[config.mk]
export PLATFORM = sky130hd
export DESIGN_NAME = trench_run_sequencer_flat
export DESIGN_NICKNAME = d
export VERILOG_FILES = /design/src/rtl/trench_run_sequencer_if.sv /design/src/rtl/trench_run_sequencer.sv /design/src/flat_wrapper.sv
export SDC_FILE = /design/constraint.sdc
export NUM_CORES = 1
export LEC_CHECK = 0
export CAP_MARGIN = 20
export CORE_ASPECT_RATIO = 1.1
export CORE_MARGIN = 2
export CORE_UTILIZATION = 25
export DETAILED_ROUTE_END_ITERATION = 8
export SYNTH_ARGS = -nofsm -noshare
export SYNTH_HDL_FRONTEND = slang
export SYNTH_SLANG_ARGS = --single-unit
[constraint.sdc]
create_clock -name clk -period 3.1 [get_ports clk]
set_clock_uncertainty 0.15 [all_clocks]
set_input_delay 0.31 -clock clk [delete_from_list [all_inputs] [get_ports clk]]
set_output_delay 0.31 -clock clk [all_outputs]
set_load 0.005 [all_outputs]
[src/rtl/trench_run_sequencer_if.sv]
// Sensor-link handshake and symbol bus between a frame requester and the sequencer.
interface trench_run_sequencer_if;
    logic       start;
    logic [1:0] mode;
    logic       ready;
    logic [2:0] sensor_out;
    logic       frame_active;
    logic       frame_done;
    logic [7:0] frame_count;

    // Requester side: issues start/mode, observes the symbol stream.
    modport master (
        output start, mode,
        input  ready, sensor_out, frame_active, frame_done, frame_count
    );

    // Sequencer side: accepts requests and drives the symbol stream.
    modport slave (
        input  start, mode,
        output ready, sensor_out, frame_active, frame_done, frame_count
    );
endinterface

[src/rtl/trench_run_sequencer.sv]
// Sensor symbol frame generator: plays one nominal/intercept/noise frame per
// accepted start, followed by an idle gap of IDLE_GAP zero symbols.
module trench_run_sequencer #(
    parameter int unsigned IDLE_GAP = 2
) (
    input  logic                       clk,
    input  logic                       rst,
    trench_run_sequencer_if.slave      bus
);

    localparam int unsigned IDX_W = 3;
    localparam int unsigned GAP_W = 4;
    localparam int unsigned SYM_W = 3;
    localparam int unsigned CNT_W = 8;

    typedef enum logic [1:0] {
        IDLE = 2'd0,
        SEND = 2'd1,
        GAP  = 2'd2
    } state_t;

    state_t             state_q, state_d;
    logic [IDX_W-1:0]   idx_q, idx_d;
    logic [GAP_W-1:0]   gap_q, gap_d;
    logic [1:0]         mode_q, mode_d;
    logic [SYM_W-1:0]   sensor_q, sensor_d;
    logic               ready_q, ready_d;
    logic               active_q, active_d;
    logic               done_q, done_d;
    logic [CNT_W-1:0]   count_q, count_d;

    // Index of the final symbol for a frame type (mode 11 plays as nominal).
    function automatic logic [IDX_W-1:0] frame_last(input logic [1:0] m);
        logic [IDX_W-1:0] last;
        case (m)
            2'b01:   last = IDX_W'(6);
            2'b10:   last = IDX_W'(6);
            default: last = IDX_W'(7);
        endcase
        return last;
    endfunction

    // Symbol table for each frame type.
    function automatic logic [SYM_W-1:0] frame_sym(input logic [1:0] m,
                                                   input logic [IDX_W-1:0] i);
        logic [SYM_W-1:0] s;
        s = 3'd0;
        case (m)
            2'b01: begin
                case (i)
                    3'd0:    s = 3'd7;
                    3'd1:    s = 3'd7;
                    3'd2:    s = 3'd1;
                    3'd3:    s = 3'd2;
                    3'd4:    s = 3'd4;
                    3'd5:    s = 3'd5;
                    3'd6:    s = 3'd4;
                    default: s = 3'd0;
                endcase
            end
            2'b10: begin
                case (i)
                    3'd0:    s = 3'd7;
                    3'd1:    s = 3'd7;
                    3'd2:    s = 3'd7;
                    3'd3:    s = 3'd1;
                    3'd4:    s = 3'd2;
                    3'd5:    s = 3'd4;
                    3'd6:    s = 3'd4;
                    default: s = 3'd0;
                endcase
            end
            default: begin
                case (i)
                    3'd0:    s = 3'd7;
                    3'd1:    s = 3'd7;
                    3'd2:    s = 3'd1;
                    3'd3:    s = 3'd2;
                    3'd4:    s = 3'd0;
                    3'd5:    s = 3'd4;
                    3'd6:    s = 3'd0;
                    3'd7:    s = 3'd4;
                    default: s = 3'd0;
                endcase
            end
        endcase
        return s;
    endfunction

    // State and registered outputs; reset aborts any frame in flight.
    always_ff @(posedge clk or posedge rst) begin
        if (rst) begin
            state_q  <= IDLE;
            idx_q    <= '0;
            gap_q    <= '0;
            mode_q   <= '0;
            sensor_q <= '0;
            ready_q  <= 1'b1;
            active_q <= 1'b0;
            done_q   <= 1'b0;
            count_q  <= '0;
        end else begin
            state_q  <= state_d;
            idx_q    <= idx_d;
            gap_q    <= gap_d;
            mode_q   <= mode_d;
            sensor_q <= sensor_d;
            ready_q  <= ready_d;
            active_q <= active_d;
            done_q   <= done_d;
            count_q  <= count_d;
        end
    end

    // Next state and next output values; outputs are computed one edge ahead
    // so the first symbol appears on the accepting edge.
    always_comb begin
        state_d  = state_q;
        idx_d    = idx_q;
        gap_d    = gap_q;
        mode_d   = mode_q;
        sensor_d = '0;
        ready_d  = 1'b0;
        active_d = 1'b0;
        done_d   = 1'b0;
        count_d  = count_q;

        case (state_q)
            IDLE: begin
                ready_d = 1'b1;
                if (bus.start) begin
                    state_d  = SEND;
                    mode_d   = bus.mode;
                    idx_d    = '0;
                    sensor_d = frame_sym(bus.mode, IDX_W'(0));
                    active_d = 1'b1;
                    ready_d  = 1'b0;
                end
            end
            SEND: begin
                if (idx_q == frame_last(mode_q)) begin
                    count_d = count_q + CNT_W'(1);
                    // A one-symbol gap means ready returns on the same edge the gap starts.
                    if (IDLE_GAP <= 1) begin
                        state_d = IDLE;
                        ready_d = 1'b1;
                    end else begin
                        state_d = GAP;
                        gap_d   = GAP_W'(1);
                    end
                end else begin
                    idx_d    = idx_q + IDX_W'(1);
                    sensor_d = frame_sym(mode_q, idx_q + IDX_W'(1));
                    active_d = 1'b1;
                    done_d   = ((idx_q + IDX_W'(1)) == frame_last(mode_q));
                end
            end
            GAP: begin
                if (gap_q >= GAP_W'(IDLE_GAP - 1)) begin
                    state_d = IDLE;
                    ready_d = 1'b1;
                end else begin
                    gap_d = gap_q + GAP_W'(1);
                end
            end
            default: begin
                state_d = IDLE;
                ready_d = 1'b1;
            end
        endcase
    end

    assign bus.ready        = ready_q;
    assign bus.sensor_out   = sensor_q;
    assign bus.frame_active = active_q;
    assign bus.frame_done   = done_q;
    assign bus.frame_count  = count_q;

endmodule

[src/flat_wrapper.sv]
// flat-port wrapper written by rule: the top's interface ports become plain ports
module trench_run_sequencer_flat 
#(
    parameter int unsigned IDLE_GAP = 2
)
  (clk, rst, bus_start, bus_mode, bus_ready, bus_sensor_out, bus_frame_active, bus_frame_done, bus_frame_count);
  trench_run_sequencer_if bus_i ();
  input  logic clk;
  input  logic rst;
  input wire logic [$bits(bus_i.start)-1:0] bus_start;
  input wire logic [$bits(bus_i.mode)-1:0] bus_mode;
  output wire logic [$bits(bus_i.ready)-1:0] bus_ready;
  output wire logic [$bits(bus_i.sensor_out)-1:0] bus_sensor_out;
  output wire logic [$bits(bus_i.frame_active)-1:0] bus_frame_active;
  output wire logic [$bits(bus_i.frame_done)-1:0] bus_frame_done;
  output wire logic [$bits(bus_i.frame_count)-1:0] bus_frame_count;
  assign bus_i.start = bus_start;
  assign bus_i.mode = bus_mode;
  assign bus_ready = bus_i.ready;
  assign bus_sensor_out = bus_i.sensor_out;
  assign bus_frame_active = bus_i.frame_active;
  assign bus_frame_done = bus_i.frame_done;
  assign bus_frame_count = bus_i.frame_count;
  trench_run_sequencer #(.IDLE_GAP(IDLE_GAP)) u_core (.clk(clk), .rst(rst), .bus(bus_i));
endmodule
* After elaboration in Yosys (flattened, before gate mapping)
Memory sizes are Yosys's and may differ from the RTL's.
Index checks and enable logic that the tools add are counted.
** Word-level totals
- Bits in registers :: 25
- Bits in latches :: 0
- RAM bits :: 0
- ROM bits :: 24
- Input bits :: 5
- Output and inout bits :: 14
- Memories :: 1
** Memories
- (name not given) :: depth 8, bits a word 3, read ports 1, clocked after memory_dff 0, write ports 0, RTL line trench_run_sequencer.sv:74 : case (i)
** Cells by class
- Add/subtract/negate cells :: 3
- Multiply operators :: 0
- Div/mod/pow operators :: 0
- $lt $le $gt $ge :: 1
- Equal/unequal tests :: 17
- Shift-type cells :: 0
- Mux-type cells :: 28
- Bitwise logic cells :: 0
- Reductions and logical operators :: 14
** Operator list (number)
- 3-bit two-way mux :: 7
- 3-bit one-hot mux with 2 select lines :: 3
- 3-bit one-hot mux with 5 select lines :: 1
- 3-bit one-hot mux with 4 select lines :: 1
- 3-bit == test (second input constant) :: 3
- 3-bit AND reduction :: 3
- 8-bit by 1-bit adder with 8-bit output (second input constant) :: 1
- 4-bit two-way mux :: 2
- 4-bit one-hot mux with 2 select lines :: 1
- 2-bit OR reduction :: 4
- 1-bit two-way mux :: 7
- 3-bit by 2-bit == test with 1-bit output (second input constant) :: 2
- 3-bit == test :: 2
- 2-bit two-way mux :: 3
- 2-bit != test (second input constant) :: 3
- 2-bit one-hot mux with 3 select lines :: 1
- 4-bit by 1-bit adder with 4-bit output (second input constant) :: 1
- 2-bit by 1-bit == test with 1-bit output (second input constant) :: 2
- 2-bit == test (second input constant) :: 2
- 4-bit by 1-bit greater-or-equal comparator with 1-bit output (second input constant) :: 1
- 2-bit by 1-bit != test with 1-bit output (second input constant) :: 2
- 2-bit AND reduction :: 2
- 2-bit nonzero test :: 2
- 3-bit by 1-bit adder with 3-bit output (second input constant) :: 1
- 6 further kinds :: 6

* Longest topological paths before layout
Gate-level depths: netlist of the first run.
- Depth after elaboration :: 10
- Mapped depth :: 8

* Worst setup path after synthesis of the first run
OpenSTA, ideal clock, no wires.
- Path kind :: reg2reg
- Start :: reg u_core.idx_q[0]
- End :: reg u_core.sensor_q[0] (netlist: u_core.bus.sensor_out[0])
- Data arrival time :: 1916 ps
- Data required time :: 2830 ps
- Slack :: 914 ps
- Stages on the path, launching flop included :: 7
- Path buffers :: 0
- Cell sequence :: dfrtp_1 inv_1 ha_1 or4_1 a221oi_1 a21oi_1 a31o_1
** On the way
- Cells in the longest elaborated chain, start to end :: 7
** Ends and longest elaborated chain
- start, declared :: RTL line trench_run_sequencer.sv:23 : logic [IDX_W-1:0] idx_q, idx_d;
- start signal, assigned :: RTL line trench_run_sequencer.sv:104 : idx_q <= idx_d;
- 3-bit by 1-bit adder with 3-bit output :: RTL line trench_run_sequencer.sv:153 : sensor_d = frame_sym(mode_q, idx_q + IDX_W'(1));
- 3-bit by 1-bit == test with 1-bit output, or another cell as far along :: RTL line trench_run_sequencer.sv:50, trench_run_sequencer.sv:62
- 3-bit OR reduction (no line) / 2-bit OR reduction (equally long branches)
- 3-bit one-hot mux with 4 select lines / 3-bit one-hot mux with 5 select lines (equally long branches) :: RTL line trench_run_sequencer.sv:62, trench_run_sequencer.sv:50
- 3-bit one-hot mux with 2 select lines :: RTL line trench_run_sequencer.sv:48 : case (m)
- 3-bit two-way mux (*) :: RTL line trench_run_sequencer.sv:141 : if (idx_q == frame_last(mode_q)) begin
- 3-bit one-hot mux with 2 select lines (*) :: RTL line trench_run_sequencer.sv:128 : case (state_q)
- net u_core.sensor_d[0] :: RTL line trench_run_sequencer.sv:26 : logic [SYM_W-1:0] sensor_q, sensor_d;
- end signal, assigned :: RTL line trench_run_sequencer.sv:107 : sensor_q <= sensor_d;
- end, declared :: RTL line trench_run_sequencer.sv:26
Mark *: on every way through the listed nets, which the timed path passes. The rest lies on a longest branch.
A chain may end at the register's enable or synchronous reset.

* Worst setup path after layout of the first run
Ends and elaborated chain as after synthesis.

==> PnR_summary.wiki, run 1 <==
{| class="wikitable"
! Metric !! Value
|-
| Commonest non-fill, non-tap cell in the layout || dfrtp_1
|-
| Number of cells in the design after placement || approximately 200
|-
| Critical path destination || u_core.bus.sensor_out[0]
|-
| Pin count of the biggest net entering global routing || 26
|-
| Initial Utilization || 0.262
|-
| Area fraction of the dominant cell type after synthesis || 0.452
|-
| Slew Viols, Final || 0
|-
| Outcome || finished clean
|-
| Leftover overflow at the end of global routing || 0
|-
| Reg-to-reg critical path startpoint || u_core.idx_q[0]
|-
| Transition time at the pin with the least slew margin || between 0.4 and 0.5 ns
|-
| Synth area leader || dfrtp_1
|-
| Leakage dissipation || approximately 0.74 nW
|-
| HPWL Detailed || ~1.8 mm
|-
| Average routed wire per standard cell || 11.9 µm
|-
| Layout cell share with drive strength beyond 1 || 0.0903
|-
| Total power divided by cell area || roughly 910 nW/µm²
|-
| Clock input transition at the sequential cells of the worst setup and hold paths || ~0.090 ns
|-
| Worst skew pair latency || 0.26 ns
|-
| Clock power frac || 0.129
|-
| Cell Count, Final, Fillers Out || 202
|-
| Fin nets || ~160
|-
| Minimum setup slack among reg-to-reg paths || just under 0.8 ns
|-
| Class of the most critical hold timing path || primary input to asynchronous set/reset pin
|-
| Diodes inserted || 0
|-
| Syn avg cell area || 10.7 µm²
|-
| Num Clock Sinks || 25
|-
| CTS tree || built
|-
| Switching part of the total || 0.392
|-
| Global-route usage over all layers || 0.0917
|-
| Vertical die dimension || a little over 80 µm
|-
| Timing-limited maximum frequency || around 430 MHz
|-
| Main flop type after synthesis || dfrtp_1
|-
| Number of synthesized flops with an enable pin || 0
|-
| Area added between synthesis and finish || 23.6%
|-
| Share of total power in combinational logic || 0.503
|-
| Storage element area || roughly 630 µm²
|-
| Net switching power || 588 µW
|-
| Number of max-capacitance violations reported || 0
|-
| Worst-path maximum fanout || 8
|-
| Synth unique cells || 37
|-
| Antenna violations before repair || 0
|-
| Number of input and output port buffers inserted || 18
|-
| Post-synth design cell area || around 1300 µm²
|-
| Pre-CTS WS || between 0.7 and 0.8 ns
|-
| Final std cell area, no fill || ~1600 µm²
|-
| Reg2Reg Depth || 6
|-
| Worst-case clock buffer depth || 2
|-
| DRC violation count after routing || 0
|-
| Worst slack on hold paths || roughly 0.14 ns
|-
| Root buffer cell || clkbuf_8
|-
| Max H-tree Level || 1
|-
| Beginning of the critical path || u_core.idx_q[0]
|-
| Post-CTS sizing || 0
|-
| Vias after detailed routing || ~950
|-
| Final critical-path setup slack || a little under 0.8 ns
|-
| Die outline area || 5910 µm²
|-
| CTS Hold Buffers Added || 0
|-
| Most used cells in the layout excluding fill and tap cells || dfrtp_1, clkdlybuf4s50_1, ha_1, inv_1
|-
| Peak supply drop || between 0.0003 and 0.0004 V
|-
| Multi-input combinational cell area || about 650 µm²
|-
| Remaining antenna violation count after routing || 0
|-
| Global-route wire length before repair || roughly 4.3 mm
|-
| Via-to-Cell Ratio || 4.69
|-
| Crit path time final || around 2.3 ns
|-
| Number of buffers inserted during clock tree synthesis || 3
|-
| FP Rows || 27
|-
| Share of total power in sequential cells || 0.368
|-
| Internal Power || slightly above 900 µW
|-
| Syn nets || around 140
|-
| Last weighted congestion value of the routability-driven placer || slightly below 0.9
|-
| Count of TritonRoute iterations in the first routing pass || 4
|-
| Routed WL || about 2.4 mm
|-
| Synth top area cells || dfrtp_1, ha_1, xnor2_1
|-
| Number of instances in the synthesized netlist || around 120
|-
| Final Cycle Share || 0.749
|-
| Worst Path Class, Setup || register to register
|-
| Endpoint of the worst register-to-register path || u_core.bus.sensor_out[0]
|-
| Post-placement cell area || about 1600 µm²
|-
| DRC marker count from the first detailed-route iteration || 32
|-
| RSZ-0062 raised after global routing || false
|-
| Post-CTS Setup Bufs || 0
|-
| Critical Path Source Type || register
|-
| Number of global-route vias before repair || ~900
|-
| Horiz. Die Dim || about 74 µm
|-
| Async set or reset register ratio after synthesis || 1.00
|-
| Type of element capturing the critical path || register
|-
| Required time worst endpoint || around 3.1 ns
|-
| Final setup violation count || 0
|-
| Number of filler cells placed in the layout || 540
|-
| Post-route setup TNS || 0 ns
|-
| Core area || ~5100 µm²
|-
| CP Data Arrival Time || between 2 and 2.5 ns
|-
| Total power || 1.50 mW
|-
| Post-Route Utilization || 0.324
|-
| Syn. warnings || 0
|-
| Final Hold Vio Count || 0
|-
| Flops & latches, synth || 25
|-
| Sequential element share of the synthesized area || 0.472
|-
| Number of top-level design ports || 19
|-
| Slew HR || 0.685
|}
## routing by layer
layer / GRT usage / routed length (µm)
met2: 0.139 / 1160
met1: 0.128 / 1130
met4: 0.0327 / 26
met3: 0.0188 / 82
met5: 0 / 0
## cells in the mapped netlist (all sizes together) (2+ instances only)
cell type  number
xor2            2
and3            2
nor2            6
a31o            2
xnor2           7
nand2           7
nor2b           3
or2             3
nand2b          2
nand3           3
nor3b           3
buf             3
o21ai           8
a21oi           5
mux2i           2
dfrtp          24
ha             12
nand4           5
and4            2
nor3            2
inv             8
## area by class of cell
class                      instances  area share
inverter                           8      0.0183
sequential                        25       0.382
multi-input combinational         87       0.398
timing repair buffer              20       0.131
clock buffer                       4      0.0274
tap                               58      0.0442
## worst min path at each step
stage               slack [ns]  cells after the start                        end
detailed placement        0.32                      1  u_core.bus.frame_count[7]
finish                    0.14                      2   u_core.bus.sensor_out[2]
global route              0.16                      2  u_core.bus.frame_count[4]
floorplan                 0.19                      1    u_core.bus.frame_active
CTS                       0.33                      1  u_core.bus.frame_count[7]
global placement          0.31                      1  u_core.bus.frame_count[7]
## worst max-delay path, stage by stage (launching register included)
cell and delay [ns]:
dfrtp_1 0.52, inv_1 0.17, ha_1 0.27, or4_1 0.52
a221oi_1 0.29, a21oi_1 0.07, a31o_1 0.23
## flip-flops by register name (all words and copies together) (netlist names)
| register | flops |
|---|---|
| u_core.bus.frame_count | 8 |
| u_core.gap_q | 4 |
| u_core.bus.sensor_out | 3 |
| u_core.idx_q | 3 |
| u_core.mode_q | 2 |
| u_core.state_q | 2 |
| u_core.bus.frame_active | 1 |
| u_core.bus.frame_done | 1 |
| u_core.bus.ready | 1 |
## power groups by stage
| stage | sequential, mW | combinational [mW] | clock, mW |
|---|---|---|---|
| 6_report | 0.552 | 0.756 | 0.193 |
| 3_5_place_dp | 0.558 | 0.758 | 0 |
| 5_1_grt | 0.575 | 0.846 | 0.216 |
| 2_1_floorplan | 0.541 | 0.528 | 0 |
| 4_1_cts | 0.553 | 0.760 | 0.203 |
| 3_3_place_gp | 0.558 | 0.753 | 0 |
## kinds of logic after synthesis
| logic type | Yosys count | synth area share |
|---|---|---|
| compound gates | 21 | 0.112 |
| xor+xnor | 9 | 0.0650 |
| fa+ha+maj | 12 | 0.113 |
| buf+inv | 12 | 0.0367 |
| flops | 25 | 0.472 |
| mux | 3 | 0.0235 |
| simple gates | 42 | 0.178 |
(Power assumes the default switching activity.)
==> inputs of run 2 (changes only) <==
clock period = 1.9 ns   (was 3.1 ns; I/O delays follow)
==> PnR_summary.wiki, run 2 (synthesis results as in run 1) <==
{| class="wikitable"
! Metric !! Value
|-
| Most used cells in the layout excluding fill and tap cells || buf_4, dfrtp_1, clkdlybuf4s50_1, ha_1
|-
| CTS tree || built
|-
| Transition time at the pin with the least slew margin || 0.447 ns
|-
| Share of total power in sequential cells || 0.283
|-
| Die outline area || just under 6000 µm²
|-
| Multi-input combinational cell area || 724 µm²
|-
| Initial Utilization || 0.262
|-
| Class of the most critical hold timing path || primary input to asynchronous set/reset pin
|-
| Peak supply drop || between 0.0004 and 0.0005 V
|-
| Switching part of the total || 0.368
|-
| Core area || roughly 5100 µm²
|-
| FP Rows || 27
|-
| Worst-path maximum fanout || 4
|-
| Critical-path cell with the highest stage delay || or4_4
|-
| Largest register FFs || 8
|-
| Remaining antenna violation count after routing || 0
|-
| Wire length on met1 || about 1.2 mm
|-
| Global-route usage over all layers || 0.0991
|-
| RSZ-0062 raised after global routing || true
|-
| Layout cell share with drive strength beyond 1 || 0.320
|-
| Storage element area || about 630 µm²
|-
| Worst skew pair latency || ~0.26 ns
|-
| Total power || roughly 3.1 mW
|-
| CP Data Arrival Time || just under 2 ns
|-
| Final setup violation count || 6
|-
| Number of top-level design ports || 19
|-
| Final critical-path setup slack || -0.0724 ns
|-
| Number of input and output port buffers inserted || 18
|-
| Met3 wirelength from detailed routing || between 60 and 70 µm
|-
| Share of total power in combinational logic || 0.617
|-
| Clock power frac || 0.100
|-
| Slowest cell delay on critical path || between 0.5 and 0.6 ns
|-
| Final Hold Vio Count || 0
|-
| Final Cycle Share || 1.04
|-
| Type of element capturing the critical path || register
|-
| Routed wire length on met2 || 1.40 mm
|-
| Vias after detailed routing || between 1,000 and 1,500
|-
| Leftover overflow at the end of global routing || 0
|-
| Routed WL || around 2.7 mm
|-
| Antenna violations before repair || 0
|-
| Internal Power || ~2 mW
|-
| Number of buffers and inverters on the critical path || 1
|-
| Number of max-capacitance violations reported || 0
|-
| Total power divided by cell area || around 1600 nW/µm²
|-
| Vertical die dimension || between 80 and 90 µm
|-
| Critical Path Source Type || register
|-
| Timing-limited maximum frequency || about 510 MHz
|-
| Pin count of the biggest net entering global routing || 26
|-
| Average routed wire per standard cell || ~12 µm
|-
| Post-Route Utilization || 0.376
|-
| Global-route wire length before repair || 4.65 mm
|-
| Leakage dissipation || around 0.86 nW
|-
| Top Metal Used || met4
|-
| Max H-tree Level || 1
|-
| Crit path time final || roughly 2 ns
|-
| Failing checks || negative setup slack
|-
| CTS Hold Buffers Added || 0
|-
| Num Clock Sinks || 25
|-
| Number of global-route vias before repair || between 1,000 and 1,500
|-
| Worst-case clock buffer depth || 2
|-
| Slew HR || 0.702
|-
| Fin nets || roughly 190
|-
| Via-to-Cell Ratio || between 4 and 5
|-
| Kind of cell adding the most delay to the critical path || simple AND/OR/NAND/NOR gates
|-
| Count of TritonRoute iterations in the first routing pass || 4
|-
| Ordered cell list for the critical path || inv_2, ha_2, or4_4, a221oi_2, a21oi_1, a31o_1
|-
| Number of buffers inserted during clock tree synthesis || 3
|-
| Net switching power || between 1 and 1.5 mW
|-
| Worst Path Class, Setup || register to register
|-
| Slew Viols, Final || 0
|-
| DRC marker count from the first detailed-route iteration || 38
|-
| Outcome || complete, but fails checks
|-
| Last weighted congestion value of the routability-driven placer || 0.834
|-
| Horiz. Die Dim || between 70 and 80 µm
|-
| Required time worst endpoint || ~1.9 ns
|-
| HPWL Detailed || between 2 and 2.5 mm
|-
| Clock input transition at the sequential cells of the worst setup and hold paths || around 0.090 ns
|-
| Area added between synthesis and finish || 43.3%
|-
| Diodes inserted || 0
|-
| Root buffer cell || clkbuf_8
|-
| DRC violation count after routing || 0
|-
| Number of filler cells placed in the layout || between 500 and 600
|}
==> run 2: cell count changes in the layout (fill, tap and decap cells not counted), sizes merged <==
cell    before  now
clkinv       0    1
clkbuf       4    3
buf          2   27
==> run 2: power groups by stage <==
stage	sequential, mW	combinational [mW]	clock, mW
after floorplan	0.891	0.909	0
after CTS	0.892	1.78	0.324
after detailed placement	0.902	1.63	0
final	0.887	1.93	0.313
after global routing	0.923	2.14	0.351
after global placement	0.902	1.61	0
==> run 2: metrics by stage <==
stage / cell area, µm² / setup TNS [ns] / cells / worst slack [ns] / hold slack (ns)
after CTS: 1830 / -0.0892 / 223 / -0.0892 / 0.124
after global placement: 1740 / -0.112 / 218 / -0.0943 / 0.314
after global routing: 1900 / -0.916 / 227 / -0.161 / 0.137
after detailed placement: 1740 / -0.276 / 218 / -0.113 / 0.315
final: 1900 / -0.135 / 227 / -0.0724 / 0.110
after floorplan: 1350 / -0.219 / 124 / -0.0483 / 0.0664
==> run 2: cell type report <==
| cell class | count | share of cell area |
|---|---|---|
| Clock buffer | 3 | 0.0217 |
| Sequential cell | 25 | 0.330 |
| Multi-Input combinational cell | 87 | 0.380 |
| Timing Repair Buffer | 45 | 0.211 |
| Tap cell | 58 | 0.0381 |
| Inverter | 8 | 0.0158 |
| Clock inverter | 1 | 0.00263 |
==> run 2: worst min-delay path: stages <==
cell and delay, ns:
clkdlybuf4s50_1 0.39, inv_1 0.05, buf_4 0.30
==> run 2: final timing paths <==
kind,to,depth (start not counted),from,slack [ns]
setup / recovery,u_core.bus.sensor_out[0],6,u_core.idx_q[0],-0.07
hold / removal,u_core.bus.sensor_out[1],3,rst,0.11
setup reg to reg,u_core.bus.sensor_out[0],6,u_core.idx_q[0],-0.07
hold reg to reg,u_core.bus.frame_count[7],1,u_core.bus.frame_count[7],0.33
max in group asynchronous,u_core.bus.ready,3,rst,1.20
min in group clk,u_core.bus.frame_count[7],1,u_core.bus.frame_count[7],0.33
==> run 2: what timing repair did <==
action | 4_1_cts | 5_1_grt
pin swaps | 1 | 7
endpoints found under the setup margin | 9 | 9
setup buffers | 1 | 4
resized for setup | 4 | 12
endpoints found under the hold margin | 0 | 0
==> run 2: metal layers <==
metal / GRT usage / vias to the layer above
met2: 0.167 / 16
met5: 0 / -
li1: - / 523
met1: 0.125 / 502
met4: 0.0364 / 0
met3: 0.0176 / 4
==> inputs of run 3 (changes only) <==
CTS_BUF_LIST = sky130_fd_sc_hd__clkbuf_2 sky130_fd_sc_hd__clkbuf_4 sky130_fd_sc_hd__clkbuf_8   (was unset)
MAX_ROUTING_LAYER = met4   (was unset)
==> PnR_summary.wiki, run 3 (synthesis results as in run 1) <==
{| class="wikitable"
! Metric !! Value
|-
| Outcome || complete, but fails checks
|-
| Failing checks || negative setup slack
|-
| Number of buffers and inverters on the critical path || 1
|-
| Number of filler cells placed in the layout || around 520
|-
| Ordered cell list for the critical path || inv_2, ha_2, or4_4, a221oi_2, a21oi_1, a31o_1
|-
| Leakage dissipation || around 0.86 nW
|-
| Num Clock Sinks || 25
|-
| Critical-path cell with the highest stage delay || or4_4
|-
| Final Hold Vio Count || 0
|-
| Post-placement cell area || 1740 µm²
|-
| RSZ-0062 raised after global routing || true
|-
| FP Rows || 27
|-
| Layout cell share with drive strength beyond 1 || 0.320
|-
| Critical path destination || u_core.bus.sensor_out[0]
|-
| Vertical die dimension || 80.5 µm
|-
| Post-Route Utilization || 0.376
|-
| DRC violation count after routing || 0
|-
| CTS Hold Buffers Added || 0
|-
| Number of max-capacitance violations reported || 0
|-
| Remaining antenna violation count after routing || 0
|-
| Storage element area || between 600 and 700 µm²
|-
| Required time worst endpoint || 1.90 ns
|-
| Horiz. Die Dim || ~74 µm
|-
| Largest register FFs || 8
|-
| Final std cell area, no fill || between 1500 and 2000 µm²
|-
| Worst skew pair latency || 0.26 ns
|-
| Vias after detailed routing || between 1,000 and 1,500
|-
| Number of stages on the worst setup path || 6
|-
| Total power divided by cell area || 1640 nW/µm²
|-
| CP Data Arrival Time || 1.97 ns
|-
| Peak supply drop || approximately 0.00049 V
|-
| Most used cells in the layout excluding fill and tap cells || buf_4, dfrtp_1, clkdlybuf4s50_1, ha_1
|-
| Type of element capturing the critical path || register
|-
| CTS tree || built
|-
| Number of top-level design ports || 19
|-
| Worst Path Class, Setup || register to register
|-
| Final setup violation count || 6
|-
| Area added between synthesis and finish || 43.3%
|-
| Slew HR || 0.702
|-
| Antenna violations before repair || 0
|-
| Multi-input combinational cell area || approximately 720 µm²
|-
| Class of the most critical hold timing path || primary input to asynchronous set/reset pin
|-
| Global-route usage over all layers || 0.102
|-
| Share of total power in combinational logic || 0.617
|-
| Fin nets || between 150 and 200
|-
| Net switching power || ~1.2 mW
|-
| Cell Count, Final, Fillers Out || about 230
|-
| DRC marker count from the first detailed-route iteration || 38
|-
| Kind of cell adding the most delay to the critical path || simple AND/OR/NAND/NOR gates
|-
| Core area || 5070 µm²
|-
| Slew Viols, Final || 0
|-
| Pin count of the biggest net entering global routing || 26
|-
| Worst-case clock buffer depth || 2
|-
| Timing-limited maximum frequency || between 500 and 600 MHz
|-
| Number of buffers inserted during clock tree synthesis || 3
|-
| HPWL Detailed || about 2 mm
|-
| Endpoint of the worst register-to-register path || u_core.bus.sensor_out[0]
|-
| Global-route wire length before repair || between 4 and 5 mm
|-
| Slowest cell delay on critical path || around 0.53 ns
|-
| Internal Power || 1.98 mW
|-
| Die outline area || 5910 µm²
|-
| Worst-path maximum fanout || 4
|-
| Crit path time final || between 1.5 and 2 ns
|-
| Routed WL || 2.70 mm
|-
| Diodes inserted || 0
|-
| Root buffer cell || clkbuf_8
|-
| Initial Utilization || 0.262
|-
| Critical Path Source Type || register
|-
| Final critical-path setup slack || -0.0724 ns
|-
| Beginning of the critical path || u_core.idx_q[0]
|-
| Transition time at the pin with the least slew margin || approximately 0.45 ns
|-
| Leftover overflow at the end of global routing || 0
|-
| Via-to-Cell Ratio || 4.60
|-
| Max H-tree Level || 1
|-
| Number of global-route vias before repair || ~1,000
|-
| Reg-to-reg critical path startpoint || u_core.idx_q[0]
|-
| Final Cycle Share || 1.04
|-
| Reg2Reg Depth || 6
|-
| Clock input transition at the sequential cells of the worst setup and hold paths || about 0.090 ns
|-
| Clock power frac || 0.100
|-
| Minimum setup slack among reg-to-reg paths || -0.07 ns
|-
| Average routed wire per standard cell || approximately 12 µm
|-
| Count of TritonRoute iterations in the first routing pass || 4
|-
| Switching part of the total || 0.368
|-
| Last weighted congestion value of the routability-driven placer || ~0.85
|-
| Number of input and output port buffers inserted || 18
|-
| Number of cells in the design after placement || 218
|-
| Share of total power in sequential cells || 0.283
|}
==> run 3: cell counts in the layout (fill, tap and decap cells not counted) <==
Identical to the previous run, type by type.
==> run 3: worst min-delay path by stage <==
stage | cells after the start | slack (ns) | to | startpoint
floorplan | 1 | 0.07 | u_core.bus.frame_active | rst
global placement | 1 | 0.31 | u_core.bus.frame_count[7] | u_core.bus.frame_count[7]
detailed placement | 1 | 0.31 | u_core.bus.frame_count[7] | u_core.bus.frame_count[7]
CTS | 3 | 0.12 | u_core.mode_q[1] | rst
global route | 3 | 0.14 | u_core.bus.sensor_out[2] | rst
finish | 3 | 0.11 | u_core.bus.sensor_out[1] | rst
==> run 3: area by class of cell <==
| cell class | count | area share |
|---|---|---|
| multi-input combinational | 87 | 0.380 |
| sequential | 25 | 0.330 |
| timing repair buffer | 45 | 0.211 |
| tap | 58 | 0.0381 |
| clock buffer | 3 | 0.0217 |
| inverter | 8 | 0.0158 |
| clock inverter | 1 | 0.00263 |
==> run 3: worst reg2reg max path: cells and delay by family, from the launching register on <==
family,cells,cell delay (ns)
simple gates,1,0.53
compound gates,3,0.52
flops,1,0.41
fa+ha+maj,1,0.18
buf+inv,1,0.07
==> run 3: power by group through the flow <==
stage | registers [mW] | clock network (mW) | logic (mW)
2_1_floorplan | 0.891 | 0 | 0.909
3_3_place_gp | 0.902 | 0 | 1.61
3_5_place_dp | 0.902 | 0 | 1.63
4_1_cts | 0.892 | 0.324 | 1.78
5_1_grt | 0.923 | 0.351 | 2.14
6_report | 0.887 | 0.313 | 1.93
==> run 3: per-stage QoR <==
stage / setup WS, ns / power (mW) / setup TNS (ns) / hold WS (ns)
floorplan: -0.0483 / 1.80 / -0.219 / 0.0664
global placement: -0.0943 / 2.51 / -0.112 / 0.314
detailed placement: -0.113 / 2.53 / -0.276 / 0.315
CTS: -0.0892 / 3.00 / -0.0892 / 0.124
global route: -0.161 / 3.41 / -0.916 / 0.137
finish: -0.0724 / 3.13 / -0.135 / 0.110
==> run 3: per-layer routing <==
metal,part of all wire,global-route usage
met1,0.44,0.125
met2,0.52,0.167
met3,0.024,0.0176
met4,0.013,0.0364
met5,0,-
==> run 3: repair_timing <==
item                       in CTS  in global routing
resized for setup               4                 12
pin swaps                       1                  7
buffers inserted                1                  4
setup endpoints to repair       9                  9
==> edit 1 (config.mk and constraints of run 1) <==
Encoding of `state_t`: now one-hot (3 bits for 3 states).
--- a/src/rtl/trench_run_sequencer.sv
+++ b/src/rtl/trench_run_sequencer.sv
@@ -13,10 +13,10 @@
     localparam int unsigned SYM_W = 3;
     localparam int unsigned CNT_W = 8;
 
-    typedef enum logic [1:0] {
-        IDLE = 2'd0,
-        SEND = 2'd1,
-        GAP  = 2'd2
+    typedef enum logic [2:0] {
+        IDLE = 3'b001,
+        SEND = 3'b010,
+        GAP  = 3'b100
     } state_t;
 
     state_t             state_q, state_d;
Formal check against the unedited RTL: same outputs for any inputs over 10 cycles, from zero or initial values and one cycle with rst high; not proved beyond that.
==> edit 1 against run 1 <==
Worst setup slack got worse by 59 ps; area after synthesis rose by 9.0%; sequential cell count rose by 1; synthesized cell count rose by 14%; power fell by 17%; design area rose by 9.8%; wire length rose by 17%.
==> edit 1: results (changes against run 1) <==
place:
  dpl.hpwl_mm: 2.07  # +17%
  placed_area_sq_mm: 0.00171  # +8.6%
  place_inst: 233  # +18%
  place.gp.congestion: 0.812  # -8.3%
  preCtsSetupSlack_ps: 754  # -22.9 ps
critical_path:
  reg2reg_from: "u_core.mode_q[0]"
  endpoint: "u_core.idx_q[2]"
  worst_path_max_delay_cell: "xor2_1"
  crit_arrival_ps: 2390  # +60 ps
  r2r_slack_ps: 720  # -60 ps
  path_max_fanout: 10  # +2
routing:
  wl_per_cell_um: 11.8  # -0.70%
  via_per_inst: 4.53  # -3.5%
  drt-met1-wl_mm: 1.35  # +20%
  wl_met3_um: 95  # +16%
  route.met2.wl_mm: 1.30  # +12%
global_routing:
  met3_usage: 0.0271  # +0.00824
  grt_usage: 0.0960  # +0.00425
  grt_pass1_wl_mm: 5.04  # +19%
  met2_usage: 0.158  # +0.0192
pwr:
  seq_power_share: 0.373  # +0.005
  pwr-share-comb: 0.402  # -0.101
  switching_share: 0.352  # -0.0403
  leakagePower_nw: 0.792  # +7.2%
  power_w: 0.00124  # -17%
  vdd_drop_max_uv: 246  # -20%
synthesis:
  ys_top_cells_by_count: "24 x dfrtp_1, 12 x ha_1, 10 x inv_1, 10 x nor2_1, 8 x nand2_1"
  ys_seq_area_frac: 0.451  # -0.0210
  synth_cell_types: 46  # +24%
  synth_nets: 158  # +12%
  synth_area_leaders: "dfrtp_1 41%, ha_1 10%, xnor2_1 4.2%, dfstp_2 3.6%, inv_1 2.6%"
  synth_cells: 141  # +14%
finish:
  drive_gt1_frac: 0.0932  # +0.00289
  fill_cells: 602  # +11%
  stdcell_count: 238  # +18%
  final_net_count: 179  # +10%
status:
  status: "completed"
sta:
  fin_hold_ws_ps: 111  # -29.4 ps
  fmax_ghz: 0.420  # -2.5%
  slew_headroom: 0.572  # -0.112
## edit 1: cell types whose count changed after synthesis, moves of 2 or more
cell,before,now
nor3_1,2,7
nor3b_1,3,1
or2_2,3,1
nand4_1,5,2
xor2_1,2,4
inv_1,8,10
and2_1,0,2
o211ai_1,0,3
and4_1,2,0
a21oi_1,5,3
nor2_1,6,10
buf_2,3,1
mux2i_1,2,0
nor2b_1,3,1
## edit 1: final cells by class
class	count	share of cell area
clock buffer	3	0.0229
clock inverter	1	0.0166
inverter	10	0.0208
multi-input combinational	101	0.405
sequential	26	0.362
tap	77	0.0534
timing repair buffer	20	0.119
## edit 1: cell families (layout without fill, tap and decap cells)
family          after synthesis  count (layout)  share of synthesized area
flops                        26              26                      0.451
compound gates               26              26                      0.126
mux                           2               2                     0.0155
buf+inv                      14              34                     0.0449
xor+xnor                     11              11                     0.0665
fa+ha+maj                    12              12                      0.104
simple gates                 50              50                      0.193
==> edit 2 (config.mk and constraints of run 1) <==
Without the edit above. `GAP_W`: 4 -> 6.
--- a/src/rtl/trench_run_sequencer.sv
+++ b/src/rtl/trench_run_sequencer.sv
@@ -9,7 +9,7 @@
 );
 
     localparam int unsigned IDX_W = 3;
-    localparam int unsigned GAP_W = 4;
+    localparam int unsigned GAP_W = 6;
     localparam int unsigned SYM_W = 3;
     localparam int unsigned CNT_W = 8;
 
Behaviour: same outputs for any inputs over 10 cycles, from zero or initial values and one cycle with rst high; that may be too few to reach the edited logic, so the function may still have changed.
==> edit 2 against run 1 <==
Die area rose by 7.0%; worst setup slack improved by 51 ps; sequential cell count rose by 2; design area rose by 5.0%; wire length rose by 11%; power rose by 6.3%; area after synthesis rose by 7.3%; critical path type unchanged; critical endpoint is now u_core.bus.frame_count[1]; largest power group unchanged.
==> edit 2: results (changes against run 1) <==
finish:
  multi_input_gates: 91  # +4.6%
  multi_input_area_sq_um: 687  # +5.2%
  drive_gt1_frac: 0.0940  # +0.00368
  fill_cells: 580  # +7.4%
  clkCellAreaFrac: 0.0290  # +0.00159
  seqCellArea_sq_um: 677  # +8.0%
  buffers: 19  # -5.0%
  final_net_count: 166  # +2.5%
cts:
  clk-insertion-delay-late_ps: 280  # +20 ps
pwr:
  p_per_area_mw_per_mm2: 925  # +1.3%
  leakagePower_nw: 0.754  # +2.2%
routing:
  via_per_inst: 4.46  # -5.0%
  drt_iter0_drc: 90  # +180%
  vias: 999  # +5.4%
sta:
  tightest_slew_ps: 530  # +58.9 ps
  period_minus_slack_ps: 2270  # -50.9 ps
place:
  dpl.hpwl_mm: 1.93  # +8.6%
  place_inst: 220  # +12%
  place.gp.congestion: 0.837  # -5.5%
  placed_area_sq_mm: 0.00168  # +6.7%
synthesis:
  ys_seq_area_frac: 0.475  # +0.00281
  synth.cell_area_sq_mm: 0.00143  # +7.3%
  synth_area_leaders: "dfrtp_1 46%, ha_1 9.6%, xnor2_1 4.3%, o21ai_0 2.8%, nand4_1 2.2%"
  syn-mean-instance-area_sq_um: 11.0  # +2.4%
global_routing:
  grt_max_degree: 28  # +7.7%
  grt_pass1_wl_mm: 4.73  # +11%
  grt_usage: 0.0909  # -0.000801
critical_path:
  crit_arrival_ps: 2300  # -30 ps
  path_max_fanout: 14  # +6
status:
  status: "completed"
[edit 2: cell count changes after synthesis, sizes merged, moves of 2 or more]
cell,delta
or3,+2
and4,-2
o21ai,+2
o31ai,+2
nor2,+2
dfrtp,+2
or2,-2
nor3b,-3
o211ai,+2
and3,+2
nand3,-3
nor2b,+2
[edit 2: power breakdown]
group          internal [W]  total, W  switching [W]
registers          0.000465  0.000591       0.000126
logic              0.000382  0.000782       0.000401
clock network     0.0000948  0.000222       0.000128
[edit 2: logic make-up (layout without fill, tap and decap cells)]
group                      Yosys count  in the layout  share of synthesized area
AOI/OAI and AO/OA                   24             24                      0.111
buffers and inverters               12             31                     0.0439
DFF                                 27             27                      0.475
muxes                                4              4                     0.0298
and+or+nand+nor                     42             42                      0.170
xor gates and xnor gates            10             10                     0.0746
adders and majority gates           11             11                     0.0965
[edit 2: critical path: stages (launching register included)]
cell and delay (ps):
dfrtp_1 360, inv_1 50, ha_1 460, xor2_4 260, nor3_4 490, mux2_2 390
[edit 2: final timing paths]
check	to	cells after the start	startpoint
max reg2reg	u_core.bus.frame_count[1]	5	u_core.mode_q[0]
min in group clk	u_core.bus.frame_count[7]	1	u_core.bus.frame_count[7]
min reg2reg	u_core.bus.frame_count[7]	1	u_core.bus.frame_count[7]
max	u_core.bus.frame_count[1]	5	u_core.mode_q[0]
max in group asynchronous	u_core.bus.ready	3	rst
min	u_core.bus.frame_count[7]	3	rst
[edit 2: per-layer routing]
layer / GRT usage / part of all wire / wire length [um]
met5: 0 / 0 / 0
met4: 0.0198 / 0.0094 / 25
met3: 0.0315 / 0.043 / 114
met2: 0.151 / 0.47 / 1260
met1: 0.114 / 0.47 / 1260
